`config.mk`:
```
export PLATFORM = sky130hd
export DESIGN_NAME = wb_redirect_stage
export DESIGN_NICKNAME = d
export VERILOG_FILES = /design/src/rtl/wb_redirect_stage.sv
export SDC_FILE = /design/constraint.sdc
export NUM_CORES = 1
export LEC_CHECK = 0
export CORE_MARGIN = 2
export CORE_UTILIZATION = 45
export CTS_BUF_LIST = sky130_fd_sc_hd__clkbuf_8 sky130_fd_sc_hd__clkbuf_16
export CTS_CLUSTER_DIAMETER = 50
export CTS_CLUSTER_SIZE = 14
export DETAILED_ROUTE_END_ITERATION = 10
export PLACE_DENSITY = 0.92
export SETUP_SLACK_MARGIN = 0.15
export SLEW_MARGIN = 40
export SYNTH_ARGS = -nofsm -noshare
export SYNTH_HDL_FRONTEND = slang
export SYNTH_SLANG_ARGS = --single-unit
```
`constraint.sdc`:
```
create_clock -name clk -period 3.3 [get_ports clk]
set_input_delay 0.495 -clock clk [delete_from_list [all_inputs] [get_ports clk]]
set_output_delay 0.495 -clock clk [all_outputs]
set_load 0.01 [all_outputs]
```
`src/rtl/wb_redirect_stage.sv`:
```
// Writeback/redirect stage: selects rf write data, resolves branches/jumps, drives flush and counters.
// Latency: 1 cycle for all outputs. No backpressure: one instruction is accepted or squashed every cycle.
// Squashing: after a taken redirect the next FLUSH_CYCLES slots are squashed while flush_out is high.
module wb_redirect_stage #(
    parameter int DATA_W       = 32,
    parameter int REG_AW       = 6,
    parameter int FLUSH_CYCLES = 3
) (
    input  logic              clk,
    input  logic              rst_n,
    input  logic              valid_in,
    input  logic              n_in,
    input  logic              z_in,
    input  logic              mem_to_reg_in,
    input  logic              reg_wrt_in,
    input  logic              branch_z_in,
    input  logic              branch_n_in,
    input  logic              jump_in,
    input  logic              jump_mem_in,
    input  logic [DATA_W-1:0] mem_out_in,
    input  logic [DATA_W-1:0] alu_out_in,
    input  logic [REG_AW-1:0] rd_in,
    output logic              rf_we,
    output logic [REG_AW-1:0] rf_waddr,
    output logic [DATA_W-1:0] rf_wdata,
    output logic              pc_redirect,
    output logic [DATA_W-1:0] pc_target,
    output logic              flush_out,
    output logic [31:0]       retired_cnt,
    output logic [31:0]       squashed_cnt
);

    typedef enum logic {IDLE, FLUSH} state_t;

    state_t      state, state_nxt;
    logic [3:0]  flush_cnt, flush_cnt_nxt;
    logic        commit, squash, taken;
    logic [DATA_W-1:0] target_sel;

    // State register
    always_ff @(posedge clk or negedge rst_n) begin
        if (!rst_n) begin
            state     <= IDLE;
            flush_cnt <= 4'd0;
        end else begin
            state     <= state_nxt;
            flush_cnt <= flush_cnt_nxt;
        end
    end

    // Next-state logic; squashed slots never reload the counter
    always_comb begin
        state_nxt     = state;
        flush_cnt_nxt = flush_cnt;
        case (state)
            IDLE: begin
                if (taken) begin
                    state_nxt     = FLUSH;
                    flush_cnt_nxt = 4'(FLUSH_CYCLES);
                end
            end
            FLUSH: begin
                flush_cnt_nxt = flush_cnt - 4'd1;
                if (flush_cnt == 4'd1) state_nxt = IDLE;
            end
            default: begin
                state_nxt     = IDLE;
                flush_cnt_nxt = 4'd0;
            end
        endcase
    end

    // Output decode
    always_comb begin
        commit     = valid_in & (flush_cnt == 4'd0);
        squash     = valid_in & (flush_cnt != 4'd0);
        taken      = commit & ((branch_z_in & z_in) | (branch_n_in & n_in) | jump_in | jump_mem_in);
        target_sel = jump_mem_in ? mem_out_in : alu_out_in;
    end

    always_ff @(posedge clk or negedge rst_n) begin
        if (!rst_n) begin
            rf_we        <= 1'b0;
            rf_waddr     <= '0;
            rf_wdata     <= '0;
            pc_redirect  <= 1'b0;
            pc_target    <= '0;
            flush_out    <= 1'b0;
            retired_cnt  <= 32'd0;
            squashed_cnt <= 32'd0;
        end else begin
            rf_we        <= commit & reg_wrt_in;
            rf_waddr     <= rd_in;
            rf_wdata     <= mem_to_reg_in ? mem_out_in : alu_out_in;
            pc_redirect  <= taken;
            if (taken) pc_target <= target_sel;
            flush_out    <= (flush_cnt_nxt != 4'd0);
            retired_cnt  <= retired_cnt + 32'(commit);
            squashed_cnt <= squashed_cnt + 32'(squash);
        end
    end

endmodule

```
# == After elaboration in Yosys (flattened, before gate mapping) ==
# Cells that the tools add are included.
# word_totals
ff_bits,142
input_bits,81
output_inout_bits,137
wordCells,34
# op_classes
add_sub_neg,3
n_eq_ne,1
muxes,7
n_bitwise,10
reduce_logical,3
# op_table
op,n
$add 32x1->32,2
$mux 32,2
$pmux 4 s2,1
$reduce_bool 4->1,2
$and 1x1->1,6
$eq 4x1->1 const B,1
$logic_not 4->1,1
$mux 4,1
$sub 4x1->4 const B,1
$or 1x1->1,3
$mux 1,2
$pmux 1 s2,1
$not 1->1,1

# == Logic depth before layout (Yosys ltp) ==
# Gate-level depths: netlist (run 1).
# logic_depth
ltp_word,8
depth_mapped,10

# == Least setup slack after synthesis (run 1) ==
# OpenSTA, ideal clock, no wires.
# synth_timing
path_type,reg-to-reg
startpoint,register flush_cnt[0]
endpoint,register retired_cnt[30]
setup_time_ns,0.079
arrival_ns,2.320
t_required_ns,3.221
slack_ns,0.901
stages_incl_launch_ff,11
path_buffers,0
cell_sequence,dfrtp_1 > inv_1 > ha_1 > and4bb_2 > and2_1 > ha_1 > nand4_1 > or3_4 > or3_4 > nor3_2 > xor2_1
# synth_via
elab_chain_cells,3
# synth_rtl
item,line,source
start: declaration,36,"logic [3:0] flush_cnt, flush_cnt_nxt;"
start signal: assignment,47,flush_cnt <= flush_cnt_nxt;
$logic_not 4->1,75,commit = valid_in & (flush_cnt == 4'd0);
$and 1x1->1,75,
$add 32x1->32,98,retired_cnt <= retired_cnt + 32'(commit);
end signal: assignment,98,
end: declaration,29,"output logic [31:0] retired_cnt,"
# No other way between the ends.
# A chain may end at the register's enable or synchronous reset.

# == Worst setup path after layout (run 1) ==
# Ends and elaborated chain as after synthesis.

==> results of run 1 <==
-- cells in the final DEF, fill, tap and decap left out, types with 2 or more instances in the layout --
cell type / n
nor2_1: 50
or3_4: 2
nor4b_1: 2
xnor2_1: 42
inv_1: 8
clkbuf_16: 17
buf_4: 4
clkinv_2: 2
xor2_1: 20
a21oi_1: 34
mux2i_1: 32
clkbuf_8: 4
clkdlybuf4s50_1: 215
and4_1: 3
and3_1: 8
and2_1: 5
nor4_1: 2
dfrtp_1: 142
nand3_1: 25
nand2_1: 27
nand4_1: 17
clkinvlp_4: 3
ha_1: 7
nor3_1: 5
mux2_2: 32
bufinv_16: 5
-- state kept, by name (all words and copies together), names as in the netlist --
register      flops
flush_cnt         4
flush_out         1
pc_redirect       1
pc_target        32
retired_cnt      32
rf_waddr          6
rf_wdata         32
rf_we             1
squashed_cnt     32
state             1
-- area by class of cell --
class / instances / area (µm²)
Fill cell: 880 / 4090
Sequential cell: 142 / 3550
Multi-Input combinational cell: 326 / 2310
Timing Repair Buffer: 222 / 2220
Clock buffer: 21 / 480
Tap cell: 176 / 220
Clock inverter: 11 / 186
Inverter: 7 / 26.3
-- critical path, delay by kind of cell (launching register included) --
kind	cells	cell delay (ps)
buffers and inverters	1	90
flip-flops	1	450
XOR/XNOR	1	170
adder cells (fa/ha/maj)	2	390
AND/OR/NAND/NOR	6	1490
-- kinds of logic after synthesis --
kind of cell    count (synthesis)  synth area share, %
fa+ha+maj                       7                 1.47
flops                         142                 59.8
compound gates                 39                 3.49
mux                            64                 11.4
buf+inv                        24                 1.60
xor+xnor                       62                 9.13
simple gates                  154                 13.1
-- cell usage after synthesis, drive strengths merged, types with 2 or more instances --
cell,n
dfrtp,142
nor2,51
xnor2,42
a21oi,34
mux2,32
mux2i,32
nand2,27
nand3,25
xor2,20
nand4,18
clkbuf,10
and3,8
buf,7
ha,7
inv,7
nor3,6
and2,5
and4,3
or3,3
a21boi,2
nor4,2
nor4b,2
-- per-layer routing --
metal  GRT usage, %  vias to the layer above  part of all wire, %
met1           26.0                     2315                   38
met5              0                        -                    0
met4           9.45                        0                  1.4
met2           38.6                      190                   52
li1               -                     2164                    -
met3           8.57                       18                  8.6
-- worst max path at each step --
| stage | from | to | slack, ps | cells past startpoint |
|---|---|---|---|---|
| 5_1_grt | flush_cnt[0] | retired_cnt[30] | 460 | 10 |
| 3_3_place_gp | valid_in | retired_cnt[26] | 470 | 9 |
| 4_1_cts | flush_cnt[0] | retired_cnt[30] | 610 | 10 |
| 2_1_floorplan | flush_cnt[0] | retired_cnt[30] | 900 | 10 |
| 6_report | flush_cnt[0] | retired_cnt[30] | 620 | 10 |
| 3_5_place_dp | valid_in | retired_cnt[30] | 360 | 9 |
-- power by group --
part	internal (mW)	switching, mW
Clock	1.42	0.715
Sequential	2.08	0.263
Combinational	0.824	0.630
Total	4.32	1.61
==> summary.md, run 1 <==
| Metric | Value |
|---|---|
| Top cell type's share of synthesized area | 59.8% |
| Post-cts sizing count | 0 |
| Worst-case reg-to-reg path depth | 10 |
| Final ANT Viol Nets | 0 |
| Routed vias | 4687 |
| Overflow after GRT | 0 |
| Die height | 119 µm |
| Synth Register Bits | 142 |
| DP HPWL | 11300 µm |
| PnR worst setup slack | 617 ps |
| Top FF cell, synth | dfrtp_1 |
| Worst Skew | 5.74 ps |
| Max-slew violation count | 0 |
| CTS Root Cell | clkbuf_16 |
| Synth top area cells | dfrtp_1 (60%), xnor2_1 (6.2%), mux2_2 (6.1%) |
| Post-DP Area | 8330 µm² |
| Share of layout cells above drive strength 1 | 10.7% |
| Placed cells | 873 |
| H-tree levels | 4 |
| Pwr Density | 659 nW/µm² |
| Fin area | 8990 µm² |
| Drt drc | 0 |
| Worst setup EP type | flip-flop |
| Syn Nets | 580 |
| Worst Setup Start Kind | flip-flop |
| CTS tree | built |
| Sequential share of the synthesized area | 59.8% |
| Post-Layout Cell Count | 905 |
| Later-pin clock latency in the skew report | 420 ps |
| Total GRT Usage | 22.8% |
| Maxcap violations | 0 |
| Row count | 42 |
| Endpoints failing setup | 0 |
| Hold Buf Count CTS | 0 |
| Worst-path cell chain | inv_1, ha_1, and4bb_2, and2_1, ha_1, nand4_1, or3_4, or3_4, nor3_2, xor2_1 |
| Async S/R FF share, synth | 100% |
| Initial DRT Pass Iterations | 4 |
| Core area | 13100 µm² |
| Routed WL | 15600 µm |
| Starting Density | 45.4% |
| Detailed-route wire length per cell | 17.2 µm |
| Rel. slew slack | 52.6% |
| Final Hold Viols | 0 |
| Leak | 3.91 nW |
| Top cell type by total area after synthesis | dfrtp_1 |
| Syn Std Cell Area | 5950 µm² |
| Worst Tran Pin Value | 711 ps |
| WS Path Type | reg -> reg |
| RSZ-0062 raised after global routing | no |
| Final min period | 2680 ps |
| CTS sink count | 142 |
| Synth Instances | 492 |
| Setup TNS | 0 ps |
| Port Buffers | 217 |
| Max incr delay on CP | 450 ps |
| Worst-path clk slew | 60 ps |
| Hold Path Class | in -> async |
| IO Pins | 218 |
| Crit path max-delay cell type | dfrtp_1 |
| Overall power | 5.93 mW |
| CTS Buf Count | 17 |
| Reg2Reg Capture Point | retired_cnt[30] |
| First-pass GRT wire length | 25200 µm |
| Clk buf depth | 2 |
| Area grow syn2layout | 51.3% |
| GPL Wtd Cong | 0.841 |
| FMAX | 0.373 GHz |
| Fin crit share | 81.3% |
| Nets@finish | 804 |
| Post-Syn Area per Cell | 12.1 µm² |
| DRT iter0 DRCs | 234 |
| Synth warnings | 0 |
| Die ar. | 14200 µm² |
| Critical Path RT | 3630 ps |
| FF-to-FF setup slack | 620 ps |
| WHS | 96.4 ps |
| Pin count of the biggest net entering global routing | 79 |
| Synth unique cells | 35 |
| DR vias/cell | 5.18 |
| Antenna violations before repair | 0 |
| Die width | 119 µm |
| Worst EP arrival | 3020 ps |
| EDFF count, synth | 0 |
| Setup WS pre-CTS | 364 ps |
| Final Util | 68.7% |
| Outcome | complete, no violations |
| Peak VDD IR | 0.421 mV |
| Via count of the first global-routing pass | 4994 |
| Setup bufs post-CTS | 0 |
| CP max FO | 7 |
| Critical R2R Launch | flush_cnt[0] |
| Antenna Cells | 0 |
Power figures use the tool's default switching activity.
==> inputs of run 2 (changes only) <==
==> constraint.sdc (replaced) <==
create_clock -name clk -period 2.8 [get_ports clk]
set_input_delay 0.42 -clock clk [delete_from_list [all_inputs] [get_ports clk]]
set_output_delay 0.42 -clock clk [all_outputs]
set_load 0.01 [all_outputs]
==> run 2 against run 1 <==
Net effect: non-clock buffer count rose by 6; clock skew rose by 0.77 ps; hold slack improved by 340 ps; count of clock-buffer cells in the layout fell by 2; die area did not move; via count rose by 0.38%; register-to-register slack got worse by 310 ps; first-iteration DRC count did not move; global-route usage rose by 0.60 points; utilization fell by 0.35 points.
==> summary.md, run 2 (same netlist as run 1, synthesis figures left out) <==
| Metric | Value |
|---|---|
| Commonest non-fill, non-tap cells in the layout | clkdlybuf4s50_1 (215), dfrtp_1 (141), nor2_1 (50) |
| Critical Path Source | flush_cnt[0] |
| Post-Layout Cell Count | 910 |
| Drt drc | 0 |
| Max incr delay on CP | 440 ps |
| DP HPWL | 11300 µm |
| Hold depth | 1 |
| Later-pin clock latency in the skew report | 420 ps |
| Pwr Density | 741 nW/µm² |
| Die width | 119 µm |
| Worst-case reg-to-reg path depth | 10 |
| H-tree levels | 4 |
| DR vias/cell | 5.17 |
| Final ANT Viol Nets | 0 |
| Final min period | 2490 ps |
| Worst-path clk slew | 60 ps |
| Port Buffers | 217 |
| Clk buf depth | 2 |
| Maxcap violations | 0 |
| Crit path max-delay cell type | dfrtp_2 |
| Worst setup EP type | flip-flop |
| Family with the most delay on the worst path | simple AND/OR/NAND/NOR gates |
| Endpoints failing setup | 0 |
| CTS sink count | 142 |
| Die ar. | 14200 µm² |
| Area grow syn2layout | 50.5% |
| RSZ-0062 raised after global routing | no |
| Worst Tran Pin Value | 575 ps |
| Crit path depth | 10 |
| IO Pins | 218 |
| Setup TNS | 0 ps |
| HP Start | rd_in[1] |
| Multi-input gate area | 2310 µm² |
| GPL Wtd Cong | 0.852 |
| Critical Path RT | 3140 ps |
| Rel. slew slack | 61.4% |
| Core area | 13100 µm² |
| Outcome | complete, no violations |
| Worst Skew | 6.50 ps |
| Fillers | 868 |
| Die height | 119 µm |
| Share of layout cells above drive strength 1 | 10.8% |
| Worst EP arrival | 2840 ps |
| First-pass GRT wire length | 25800 µm |
| CTS Root Cell | clkbuf_16 |
| Leak | 3.92 nW |
| Detailed-route wire length per cell | 17.3 µm |
| Starting Density | 45.4% |
| Fin crit share | 89.1% |
| Via count of the first global-routing pass | 5035 |
| Placed cells | 878 |
| Total GRT Usage | 23.4% |
| Row count | 42 |
| WS Path Type | reg -> reg |
| Worst Setup Start Kind | flip-flop |
| CTS Buf Count | 17 |
| Critical R2R Launch | flush_cnt[0] |
| Peak VDD IR | 0.559 mV |
| Overflow after GRT | 0 |
| Overall power | 6.63 mW |
| Worst-path cell chain | inv_1, ha_1, and4bb_2, and2_1, ha_1, nand4_1, or3_4, or3_4, nor3_2, xor2_1 |
| Leading cell type in the layout, fill and taps excluded | clkdlybuf4s50_1 |
| Routed vias | 4705 |
| Final Hold Viols | 0 |
| Pin count of the biggest net entering global routing | 66 |
| Hold Path Class | in -> reg |
| Antenna Cells | 0 |
| Routed WL | 15800 µm |
| Antenna violations before repair | 0 |
| CTS tree | built |
| Initial DRT Pass Iterations | 4 |
| CP Buf/Inv Count | 1 |
| DRT iter0 DRCs | 234 |
| FMAX | 0.401 GHz |
| Register Area | 3550 µm² |
| CP max FO | 7 |
| Nets@finish | 810 |
| Max-slew violation count | 0 |
run 2: cell types whose count changed in the layout (fill, tap and decap cells not counted), sizes merged:
cell	before	now
clkinv	2	4
bufinv	5	2
buf	7	12
dlygate4sd3	0	1
clkbuf	21	19
clkinvlp	3	1
inv	8	12
run 2: per-stage QoR:
step | setup WS, ps | hold WS, ps | cell area (µm²) | util, %
after floorplan | 401 | 124 | 5950 | -
after global placement | 173 | 328 | 8380 | 64.0
after detailed placement | 135 | 330 | 8380 | 64.0
after CTS | 289 | 418 | 8950 | 68.4
after global routing | 167 | 416 | 8950 | 68.4
final | 305 | 437 | 8950 | 68.4
run 2: what timing repair did:
| item | 4_1_cts | 5_1_grt |
|---|---|---|
| hold buffers | 1 | 0 |
| gates resized for setup | 0 | 1 |
| setup endpoints to repair | 0 | 1 |
| hold endpoints to repair | 33 | 0 |
| setup buffers | 0 | 0 |
run 2: layer usage:
| layer | global-route usage, % | vias to the layer above | share of wire, % |
|---|---|---|---|
| met5 | 0 | - | 0 |
| met4 | 10.6 | 0 | 2.6 |
| met3 | 8.86 | 32 | 8.3 |
| met2 | 38.8 | 190 | 50 |
| met1 | 27.0 | 2323 | 39 |
| li1 | - | 2160 | - |
run 2: final timing paths:
path / slack (ps) / to
worst max-delay path: 310 / retired_cnt[30]
worst min-delay path: 440 / rf_waddr[1]
worst max register to register: 310 / retired_cnt[30]
worst min register to register: 480 / squashed_cnt[31]
max in group asynchronous: 1660 / rf_wdata[16]
min in group asynchronous: 450 / squashed_cnt[26]
run 2: final cells by class:
type / instances / share of cell area [%]
multi-input cells: 326 / 25.8
repair buffers: 228 / 25.5
well taps: 176 / 2.46
flip-flops and latches: 142 / 39.7
clock buffers: 19 / 5.06
inverters: 7 / 0.294
clock inverters: 12 / 1.19
run 2: power by group:
group / switching [mW] / internal (mW) / leakage (nW)
Combinational: 0.746 / 0.979 / 1.84
Clock: 0.813 / 1.33 / 0.295
Sequential: 0.312 / 2.45 / 1.78
run 2: worst reg2reg max path, stage by stage (launching register included):
cell      delay, ps
dfrtp_2         440
inv_1            80
ha_1            180
and4bb_2        250
and2_1          130
ha_1            160
nand4_1         130
or3_4           370
or3_4           370
nor3_2          140
xor2_1          160
==> inputs of run 3 (changes only) <==
--- a/config.mk
+++ b/config.mk
@@ -5,13 +5,14 @@
 export SDC_FILE = /design/constraint.sdc
 export NUM_CORES = 1
 export LEC_CHECK = 0
+export ABC_AREA = 1
 export CORE_MARGIN = 2
-export CORE_UTILIZATION = 45
+export CORE_UTILIZATION = 46
 export CTS_BUF_LIST = sky130_fd_sc_hd__clkbuf_8 sky130_fd_sc_hd__clkbuf_16
 export CTS_CLUSTER_DIAMETER = 50
 export CTS_CLUSTER_SIZE = 14
 export DETAILED_ROUTE_END_ITERATION = 10
-export PLACE_DENSITY = 0.92
+export PLACE_DENSITY = 0.91
 export SETUP_SLACK_MARGIN = 0.15
 export SLEW_MARGIN = 40
 export SYNTH_ARGS = -nofsm -noshare
==> run 3 against run 2 <==
Net effect: maximum frequency up 9.5%; first-iteration DRC count up 72%; critical path depth unchanged; largest cell class unchanged.
==> summary.md, run 3 <==
| Metric | Value |
|---|---|
| Max incr delay on CP | 400 ps |
| Synth Instances | 790 |
| First-pass GRT wire length | 29100 µm |
| Synth warnings | 0 |
| Clk buf depth | 2 |
| Family with the most delay on the worst path | simple AND/OR/NAND/NOR gates |
| Final Hold Viols | 0 |
| Starting Density | 47.6% |
| Top-count cell post-synth | nand2_1 |
| Synth top area cells | dfrtp_1 (53%), nand2_1 (11%), nor2_1 (7.0%) |
| Synth Register Bits | 142 |
| Crit path max-delay cell type | dfrtp_1 |
| Most used cell along the critical path | ha_1 |
| Overflow after GRT | 0 |
| Setup WS pre-CTS | 278 ps |
| Setup TNS | 0 ps |
| Worst Tran Pin Value | 614 ps |
| Die height | 124 µm |
| Synth unique cells | 28 |
| Critical Path RT | 3140 ps |
| Top cell type's share of synthesized area | 53.4% |
| Antenna Cells | 0 |
| Final ANT Viol Nets | 0 |
| Worst setup EP type | flip-flop |
| Nets@finish | 1098 |
| Die ar. | 15400 µm² |
| Setup bufs post-CTS | 0 |
| Peak VDD IR | 0.592 mV |
| Fillers | 1058 |
| Antenna violations before repair | 0 |
| Worst Skew | 6.57 ps |
| DRT iter0 DRCs | 402 |
| Overall power | 7.06 mW |
| CTS Root Cell | clkbuf_16 |
| Endpoints failing setup | 0 |
| FMAX | 0.439 GHz |
| CP Buf/Inv Count | 1 |
| IO Pins | 218 |
| Outcome | complete, no violations |
| Pin count of the biggest net entering global routing | 65 |
| Port Buffers | 217 |
| Worst-path cell chain | inv_1, ha_1, a21oi_1, ha_1, ha_1, nand3_2, nor2_4, nand3_1, nor2_1, xor2_1 |
| Routed vias | 6094 |
| Detailed-route wire length per cell | 14.6 µm |
| PnR worst setup slack | 522 ps |
| Leading cell type in the layout, fill and taps excluded | clkdlybuf4s50_1 |
| Syn Std Cell Area | 6650 µm² |
| Worst Setup Start Kind | flip-flop |
| Syn Nets | 878 |
| Maxcap violations | 0 |
| Area grow syn2layout | 45.2% |
| Commonest non-fill, non-tap cells in the layout | clkdlybuf4s50_1 (214), nand2_1 (195), dfrtp_1 (142) |
| Fin crit share | 81.4% |
| Max-slew violation count | 0 |
| Rel. slew slack | 59.1% |
| Worst-path clk slew | 60 ps |
| Synth cell count leaders | nand2_1 (195), dfrtp_1 (142), nor2_1 (124), inv_1 (76), a21oi_1 (58) |
| Worst EP arrival | 2620 ps |
| Async S/R FF share, synth | 100% |
| Routed WL | 17600 µm |
| DR vias/cell | 5.07 |
| Initial DRT Pass Iterations | 6 |
| Total GRT Usage | 23.4% |
| Top cell type by total area after synthesis | dfrtp_1 |
| Final min period | 2280 ps |
| Post-Syn Area per Cell | 8.42 µm² |
| Leak | 4.31 nW |
| Share of layout cells above drive strength 1 | 6.26% |
| H-tree levels | 4 |
| CTS tree | built |
| Row count | 43 |
| Die width | 124 µm |
| RSZ-0062 raised after global routing | no |
| CP max FO | 5 |
| EDFF count, synth | 0 |
| GPL Wtd Cong | 0.953 |
| Hold Path Class | in -> reg |
| Sequential share of the synthesized area | 53.4% |
| WS Path Type | reg -> reg |
| Later-pin clock latency in the skew report | 420 ps |
| CTS Buf Count | 17 |
| Top FF cell, synth | dfrtp_1 |
| Drt drc | 0 |
| Pwr Density | 730 nW/µm² |
| DP HPWL | 13100 µm |
| CTS sink count | 142 |
| Core area | 14000 µm² |
| WHS | 435 ps |
| Via count of the first global-routing pass | 6045 |
==> run 3: stage by stage <==
step / util [%] / instance area [µm²] / std cells
5_1_grt: 69.1 / 9660 / 1203
3_3_place_gp: 64.2 / 8980 / 1170
6_report: 69.1 / 9660 / 1203
3_5_place_dp: 64.2 / 8980 / 1170
4_1_cts: 69.1 / 9660 / 1203
2_1_floorplan: - / 6650 / 790
==> run 3: worst paths after layout <==
check                                 start                to  slack, ps  cells after the start
hold / removal                     rd_in[1]       rf_waddr[1]        440                      1
hold reg to reg            squashed_cnt[31]  squashed_cnt[31]        500                      2
setup reg to reg               flush_cnt[0]  squashed_cnt[16]        520                     10
max in group asynchronous             rst_n      rf_wdata[26]       1590                      3
min in group asynchronous             rst_n  squashed_cnt[18]        500                      2
setup / recovery               flush_cnt[0]  squashed_cnt[16]        520                     10
==> run 3: worst register-to-register path: cells and delay by family (launching register included) <==
family	cells	cell delay, ps
flip-flops	1	400
AND/OR/NAND/NOR	4	700
AO/OA/AOI/OAI	1	220
XOR/XNOR	1	170
buffers and inverters	1	60
adder cells (fa/ha/maj)	3	650
==> run 3: timing repair <==
item	4_1_cts	5_1_grt
hold buffers	1	0
hold endpoints to repair	45	0
gates resized for setup	0	0
setup endpoints to repair	0	0
==> run 3: report_power, final <==
| group | internal (mW) | switching, mW |
|---|---|---|
| Combinational | 0.963 | 0.823 |
| Sequential | 2.45 | 0.280 |
| Clock | 1.70 | 0.847 |
==> run 3: per-layer routing <==
metal / global-route usage, % / up-vias / share of wire [%]
met1: 27.5 / 2881 / 39
met2: 38.7 / 239 / 50
met4: 8.20 / 0 / 1.7
met5: 0 / - / 0
met3: 9.75 / 25 / 9.4
li1: - / 2949 / -
==> run 3: logic make-up after synthesis <==
family          after synthesis  synth area share, %
buf+inv                      98                 6.22
fa+ha+maj                     7                 1.32
simple gates                407                 26.3
flops                       142                 53.4
compound gates               99                 7.84
xor+xnor                     37                 4.87
==> run 3: layout make-up <==
class / instances / area, µm² / area share (%)
Clock inverter: 10 / 181 / 1.88
Timing Repair Buffer: 223 / 2240 / 23.2
Sequential cell: 142 / 3550 / 36.8
Tap cell: 180 / 225 / 2.33
Multi-Input combinational cell: 550 / 2690 / 27.8
Inverter: 76 / 285 / 2.95
Clock buffer: 22 / 494 / 5.11
==> edit (settings of run 1) <==
Register the input `rd_in` before use, without a reset. The logic sees it one clock later. The other inputs are not delayed to match.
--- a/src/rtl/wb_redirect_stage.sv
+++ b/src/rtl/wb_redirect_stage.sv
@@ -32,4 +32,10 @@
 
     typedef enum logic {IDLE, FLUSH} state_t;
+
+    logic [REG_AW-1:0] rd_q;
+
+    always_ff @(posedge clk) begin
+        rd_q <= rd_in;
+    end
 
     state_t      state, state_nxt;
@@ -91,5 +97,5 @@
         end else begin
             rf_we        <= commit & reg_wrt_in;
-            rf_waddr     <= rd_in;
+            rf_waddr     <= rd_q;
             rf_wdata     <= mem_to_reg_in ? mem_out_in : alu_out_in;
             pc_redirect  <= taken;
Formal check against the unedited RTL: not equivalent (a bounded check fails within 4 cycles, from zero or initial values and one cycle with rst_n low).
==> edit against run 1 <==
  * First-iteration DRC count grew 46%
  * Design area grew 0.45%
  * Via count grew 0.38%
  * Worst setup slack gained 0.067 ns
  * Total power shrank 3.2%
  * Utilization shrank 0.24 points
  * Global-route usage shrank 0.61 points
  * Routed wire length shrank 2.1%
  * Count of clock-buffer cells in the layout shrank 1
  * Synthesized area grew 2.0%
  * Sequential cell count grew 6
  * Die area grew 2.0%
==> edit: results (changes against run 1) <==
Run status
The flow ran to the end, and the final reports show no timing, DRC or antenna violations.

Timing
The setup skew after layout is 0.007639 ns (+0.001903 ns).

Detailed routing
The number of DRC markers after the initial detailed-route iteration is 341 (+46%). The routed metal-1 wirelength came to 6.055 mm (+1.2%). The via density per instance is 5.159 (-0.39%). The final wirelength is 15.28 mm (-2.1%).

The met3 wire length is 1.186 mm (-11%).

Logic synthesis
Yosys attributes the largest share of cell area to sky130_fd_sc_hd__dfrtp_1 (59%), sky130_fd_sc_hd__xnor2_1 (6.1%), sky130_fd_sc_hd__mux2_2 (5.9%), sky130_fd_sc_hd__mux2i_1 (5.3%), sky130_fd_sc_hd__nor2_1 (3.1%). The number of nets in the synthesized netlist is 586 (+1.0%). The complex-gate fraction of the synthesized area came to 3.423% (-0.069 points). The fraction of the mapped netlist area in adder cells is 1.444% (-0.029 points). The post-synthesis cell count came to 498 (+1.2%). The synthesized area was 6067 um2 (+2.0%). The multiplexer share of the synthesized area is 11.22% (-0.23 points). The async set-reset flop share out of synthesis came to 95.95% (-4.1 points).

Pwr
The worst IR drop on VDD is 0.4083 mV (-2.9%). The net switching fraction of the power is 27.85% (+0.71 points). The leakage power of the design is 3.944 nW (+0.85%). The clock network power is 1.88 mW (-12%).

Place
The placed cell count is 880 (+0.80%). The setup slack after placement came to 0.4125 ns (+0.04816 ns). The routability-driven placement congestion ratio is 0.8189 (-2.6%).

The HPWL reported at the end of detailed placement is 11.12 mm (-1.5%). The cell area after placement is 8456 um2 (+1.5%).

Global routing
The via count of the first global-routing pass is 4954 (-0.80%). The global-route usage over all layers came to 22.23% (-0.61 points). The first-pass GRT wire length is 24.98 mm (-0.66%).

Cells and area
The final non-filler cell total was 912 (+0.77%). The share of final layout cell area taken by non-clock buffers is 24.64% (-0.026 points). The final-stage net count was 811 (+0.87%). The filler cell count came to 925 (+5.1%).

The number of buffers other than clock buffers in the final layout came to 223 (+0.45%). The final-layout clock buffer total was 20 (-4.8%). The fraction of area in clock buffers and inverters is 6.412% (-1.0 points). The end-of-flow core utilization was 68.50% (-0.24 points).

The fraction of layout instances using a drive strength above 1 is 10.46% (-0.24 points).

CTS
The total clock sinks is 148 (+4.2%).
[edit: changes by cell type after synthesis, sizes merged]
cell / before / now
dfxtp: 0 / 6
[edit: per-layer routing]
| layer | GRT usage, % | up-vias |
|---|---|---|
| met5 | 0 | - |
| met4 | 7.794 | 0 |
| met3 | 7.890 | 23 |
| met2 | 37.50 | 175 |
| met1 | 26.28 | 2335 |
| li1 | - | 2172 |
[edit: cell families (layout without fill, tap and decap cells)]
group           count (synthesis)  after routing
compound gates                 39             39
xor+xnor                       62             62
fa+ha+maj                       7              7
buf+inv                        24            262
flops                         148            148
mux                            64             64
simple gates                  154            154
[edit: worst max-delay path, cell delays in order, from the launching register on]
cell and delay [ns]:
sky130_fd_sc_hd__dfrtp_1 0.45, sky130_fd_sc_hd__inv_1 0.09, sky130_fd_sc_hd__ha_1 0.19, sky130_fd_sc_hd__and4bb_2 0.25, sky130_fd_sc_hd__and2_1 0.13, sky130_fd_sc_hd__ha_1 0.22
sky130_fd_sc_hd__nand4_1 0.14, sky130_fd_sc_hd__or3_4 0.38, sky130_fd_sc_hd__or3_4 0.38, sky130_fd_sc_hd__nor3_2 0.17, sky130_fd_sc_hd__xor2_1 0.17
[edit: worst paths after layout]
check	slack, ns	cells past startpoint	endpoint	from
worst max-delay path	0.68	10	retired_cnt[30]$_DFF_PN0_	flush_cnt[0]$_DFF_PN0_
worst min-delay path	0.03	1	squashed_cnt[16]$_DFF_PN0_	rst_n
worst max register to register	0.68	10	retired_cnt[30]$_DFF_PN0_	flush_cnt[0]$_DFF_PN0_
worst min register to register	0.33	0	rf_waddr[0]$_DFF_PN0_	rd_q[0]$_DFF_P_
max in group asynchronous	2.45	2	pc_target[13]$_DFFE_PN0P_	rst_n
min in group clk	0.33	0	rf_waddr[0]$_DFF_PN0_	rd_q[0]$_DFF_P_
